[src/rtl/irq_ctrl.sv]
// Memory-mapped interrupt controller with a down-counting timer source.
// Latches source edges into sticky pending bits and routes them to irq or firq.
module irq_ctrl #(
  parameter int NSRC = 4
) (
  input  logic            clk,
  input  logic            reset,
  input  logic            sel,
  input  logic            we,
  input  logic [31:0]     addr,
  input  logic [31:0]     write_data,
  output logic [31:0]     read_data,
  input  logic [NSRC-1:0] src,
  output logic            irq,
  output logic            firq
);

  localparam int P = NSRC + 1;

  localparam logic [2:0] REG_PENDING = 3'd0;
  localparam logic [2:0] REG_ENABLE  = 3'd1;
  localparam logic [2:0] REG_FIQSEL  = 3'd2;
  localparam logic [2:0] REG_CLEAR   = 3'd3;
  localparam logic [2:0] REG_LOAD    = 3'd4;
  localparam logic [2:0] REG_VALUE   = 3'd5;
  localparam logic [2:0] REG_TCTRL   = 3'd6;
  localparam logic [2:0] REG_ID      = 3'd7;

  logic [NSRC-1:0] src_q;
  logic [P-1:0]    pending;
  logic [P-1:0]    enable;
  logic [P-1:0]    fiqsel;
  logic [31:0]     load_val;
  logic [31:0]     value;
  logic            tmr_en;
  logic            tmr_periodic;

  logic [2:0]      reg_idx;
  logic            wr;
  logic            wr_enable;
  logic            wr_fiqsel;
  logic            wr_clear;
  logic            wr_load;
  logic            wr_tctrl;
  logic            tmr_fire;
  logic [P-1:0]    set_mask;
  logic [P-1:0]    clr_mask;
  logic [P-1:0]    irq_mask;
  logic [P-1:0]    firq_mask;
  logic [5:0]      irq_id;
  logic            unused_addr;

  assign unused_addr = ^{addr[31:5], addr[1:0]};

  assign reg_idx   = addr[4:2];
  assign wr        = sel & we;
  assign wr_enable = wr && (reg_idx == REG_ENABLE);
  assign wr_fiqsel = wr && (reg_idx == REG_FIQSEL);
  assign wr_clear  = wr && (reg_idx == REG_CLEAR);
  assign wr_load   = wr && (reg_idx == REG_LOAD);
  assign wr_tctrl  = wr && (reg_idx == REG_TCTRL);

  assign tmr_fire  = tmr_en && (value == 32'd0);
  assign set_mask  = {tmr_fire, src & ~src_q};
  assign clr_mask  = wr_clear ? write_data[P-1:0] : '0;
  assign irq_mask  = pending & enable & ~fiqsel;
  assign firq_mask = pending & enable & fiqsel;

  // Set is applied after clear so a same-cycle set event wins.
  always_ff @(posedge clk or negedge reset) begin
    if (!reset) begin
      src_q   <= '0;
      pending <= '0;
    end else begin
      src_q   <= src;
      pending <= (pending & ~clr_mask) | set_mask;
    end
  end

  always_ff @(posedge clk or negedge reset) begin
    if (!reset) begin
      enable <= '0;
      fiqsel <= '0;
    end else begin
      if (wr_enable) enable <= write_data[P-1:0];
      if (wr_fiqsel) fiqsel <= write_data[P-1:0];
    end
  end

  // A LOAD write preloads the count and overrides this cycle's countdown.
  always_ff @(posedge clk or negedge reset) begin
    if (!reset) begin
      load_val     <= '0;
      value        <= '0;
      tmr_en       <= 1'b0;
      tmr_periodic <= 1'b0;
    end else begin
      if (wr_load) load_val <= write_data;

      if (wr_tctrl) begin
        tmr_en       <= write_data[0];
        tmr_periodic <= write_data[1];
      end else if (tmr_fire && !tmr_periodic) begin
        tmr_en <= 1'b0;
      end

      if (wr_load) begin
        value <= write_data;
      end else if (tmr_en) begin
        if (value == 32'd0) value <= tmr_periodic ? load_val : 32'd0;
        else                value <= value - 32'd1;
      end
    end
  end

  always_ff @(posedge clk or negedge reset) begin
    if (!reset) begin
      irq  <= 1'b0;
      firq <= 1'b0;
    end else begin
      irq  <= |irq_mask;
      firq <= |firq_mask;
    end
  end

  // Scan downward so the lowest-numbered active source ends up in irq_id.
  always_comb begin
    irq_id = 6'd32;
    for (int i = P - 1; i >= 0; i--) begin
      if (irq_mask[i]) irq_id = 6'(i);
    end
  end

  always_comb begin
    read_data = 32'd0;
    if (sel) begin
      case (reg_idx)
        REG_PENDING: read_data = 32'(pending);
        REG_ENABLE:  read_data = 32'(enable);
        REG_FIQSEL:  read_data = 32'(fiqsel);
        REG_CLEAR:   read_data = 32'd0;
        REG_LOAD:    read_data = load_val;
        REG_VALUE:   read_data = value;
        REG_TCTRL:   read_data = {30'd0, tmr_periodic, tmr_en};
        REG_ID:      read_data = 32'(irq_id);
        default:     read_data = 32'd0;
      endcase
    end
  end

endmodule

[config.mk]
export PLATFORM = sky130hd
export DESIGN_NAME = irq_ctrl
export DESIGN_NICKNAME = d
export VERILOG_FILES = /design/src/rtl/irq_ctrl.sv
export SDC_FILE = /design/constraint.sdc
export NUM_CORES = 1
export LEC_CHECK = 0
export BUFFER_PORTS_ARGS = -buffer_cell sky130_fd_sc_hd__clkbuf_2
export CAP_MARGIN = 25
export CORE_MARGIN = 4
export CORE_UTILIZATION = 56
export CTS_CLUSTER_DIAMETER = 60
export DETAILED_ROUTE_END_ITERATION = 7
export PLACE_DENSITY = 0.85
export SYNTH_ARGS = -nofsm -noshare
export SYNTH_HDL_FRONTEND = slang
export SYNTH_SLANG_ARGS = --single-unit
[constraint.sdc]
create_clock -name clk -period 3.1 [get_ports clk]
set_input_delay 0.155 -clock clk [delete_from_list [all_inputs] [get_ports clk]]
set_output_delay 0.155 -clock clk [all_outputs]
set_load 0.02 [all_outputs]
==> metrics.txt <==
area grow syn2layout 15.1%; H-Tree Depth 3; Top FF cell, synth dfrtp_1; worst path arrival time 3.11 ns; Hold Slack around 0.0028 ns; # DRC 0; drt via density 6.50; Yosys top cell area share between 40% and 50%; Crit path max-delay family simple AND/OR/NAND/NOR gates; crit path max-delay cell type or4_4; fill count 759; CP Launch Type flop; area of the die 10,900 µm²; sequential element share of the synthesized area around two fifths; post_cts resized 0; IO buf count 76; Yosys top cell by area dfrtp_1; drt initial violations 545; vias in the first global route 5,305; Final Skew 0.0127 ns; simple-gate share of the synthesized area ~28%; final WL approximately 16,000 µm; Tot GR Track Use between 20 and 30%; Cells on Worst Hold Path 3; worst reg2reg path depth 7; post-route cell area 5990 µm²; Sink Count 87; Hold Path Origin write_data[18]; critical path, cell by cell or4_4 > or4_4 > o31ai_4 > buf_4 > o41ai_1 > a21o_1 > a31o_2; max_slew headroom between 40 and 50%; syn_area_per_cell about 8 µm²; via count about 5,300; MaxCap Viol Count 0; Pwr Total 3.58 mW; Worst EP required about 3.4 ns; CTS tree done; DRT antenna net count 0; clock slew at reported path FFs roughly 0.09 ns; Setup Fix Bufs, Post-CTS 0; fraction of layout cells with a size suffix above 1 a little under a fifth; Die Wd roughly 100 µm; RSZ-0062 raised after global routing false; register bit total from synthesis between 80 and 90; Worst path max stage delay 0.59 ns; WP buf/inv 1; Die Y around 100 µm; core area 8890 µm²; Gate Count Post-Synth between 600 and 700; XOR/XNOR Fraction of Synth Area 1.01%; Synth Area in Compound Gates roughly a fifth; Max Slew Vio Count 0; total negative slack 0 ns; final weighted congestion in routability-driven placement between 0.9 and 1; Clock Tree Root clkbuf_8; f_max ~350 MHz; CP max FO 9; deepest clock path buffer count 2; status complete, no violations; main area contributors after synthesis dfrtp_1 (42%), nand2_1 (11%), nor2_1 (5.0%), a22oi_1 (4.2%), nand3_1 (2.5%); Crit Path Class flop to flop; largest net degree at the start of global routing 45; Final Setup Violations 0; Slew @ Worst Pin 0.824 ns; Hold EP load_val[18]; syn nets 713; largest family of logic cells by synthesized area simple AND/OR/NAND/NOR gates; R2R Path End value[6]; Ant. Diodes 0; Post-layout nets roughly 780; Hold WC Path Type primary input to flop; number of flops mapped to enable cells by yosys 0; Crit path top cell by count or4_4; DP Area 5710 µm²; PD cells about 600 nW/µm²; CP startpoint value[18]; row cnt 34; most common cell after layout, fill and taps aside nand2_1; FF-to-FF setup slack 0.24 ns; Synth warnings 0; Leak between 2 and 3 nW; DP Wirelength 11,000 µm; CTS buffer count 9; post-layout util around two thirds; grt ovf 0; first drt pass iteration count 5; initial antenna violation count 0; Adder-Cell Fraction of Synth Area less than 1%; CP endpoint kind flop; post-synthesis mux area share under 10%; Post-Syn Area 5200 µm²; Tcrit/Tclk final roughly 92%; Final Hold Fails 0; first-pass GRT wire length roughly 26,000 µm; Min Clock Period, post-route 2.86 ns; distinct cell type count after synthesis 67; Starting Density between 50% and 60%; Async S/R FF share, synth between 90% and 100%; DR WL/cell 19.1 µm; reg2reg start value[18]; most frequent cells in the layout nand2_1 (148), dfrtp_1 (87), clkbuf_2 (75), nor2_1 (69), a22oi_1 (29); clk_lat worst skew around 0.37 ns; Max VDD drop about 0.32 mV; Top Ports roughly 110
[logic make-up after synthesis]
family          after synthesis
simple gates                317
compound gates              153
flops                        87
buf+inv                      57
mux                          17
xor+xnor                      6
fa+ha+maj                     2
[area by class of cell]
class,instances,area [µm²],area share [%]
sequential,87,2180,36.3
clock inverter,7,77.6,1.29
clock buffer,9,124,2.07
timing repair buffer,105,641,10.7
tap,108,135,2.25
inverter,11,41.3,0.689
multi-input combinational,495,2800,46.7
[sequential cells by signal, summed over array words and instances (netlist names)]
register	flops
load_val	32
value	32
enable	5
fiqsel	5
pending	5
src_q	4
firq	1
irq	1
tmr_en	1
tmr_periodic	1
[synthesized netlist by cell type, drive strengths merged (11+ instances only)]
cell type	number
nand3	26
buf	13
nor3	15
clkbuf	33
mux2	11
a21oi	25
nor4	13
o21ai	26
a22oi	29
nor2	69
dfrtp	87
nand2	149
[worst max-delay path by stage]
stage,slack [ns],cells after the start,endpoint
CTS,0.28,7,value[9]
global route,0.11,7,value[9]
detailed placement,0.30,7,value[9]
global placement,0.33,7,value[6]
finish,0.24,7,value[6]
floorplan,0.64,7,value[20]
[through the flow]
stage	setup WS [ns]	instances
6_report	0.243	822
2_1_floorplan	0.636	639
3_5_place_dp	0.304	798
5_1_grt	0.110	822
3_3_place_gp	0.330	797
4_1_cts	0.280	822
[metal layers]
metal	share of wire, %	track usage [%]	vias to the layer above	wire (µm)
li1	-	-	2439	-
met3	9.3	5.52	35	1460
met5	0	0	-	0
met4	1.9	7.60	0	292
met2	47	46.6	315	7410
met1	42	41.1	2554	6520
[worst min-delay path, delay by kind of cell]
family | cells | cell delay, ns
buffers and inverters | 1 | 0.09
and+or+nand+nor | 2 | 0.09
[power by group]
| group | internal (mW) | switching (mW) | total, mW |
|---|---|---|---|
| clock | 0.381 | 0.449 | 0.831 |
| sequential | 1.39 | 0.362 | 1.75 |
| combinational | 0.429 | 0.573 | 1.00 |
[repair_timing]
item                                    4_1_cts  5_1_grt
hold buffers                                  8        0
endpoints found under the setup margin        0        0
hold endpoints to repair                     50        0
Note: power is estimated with default switching activity, not from simulation.
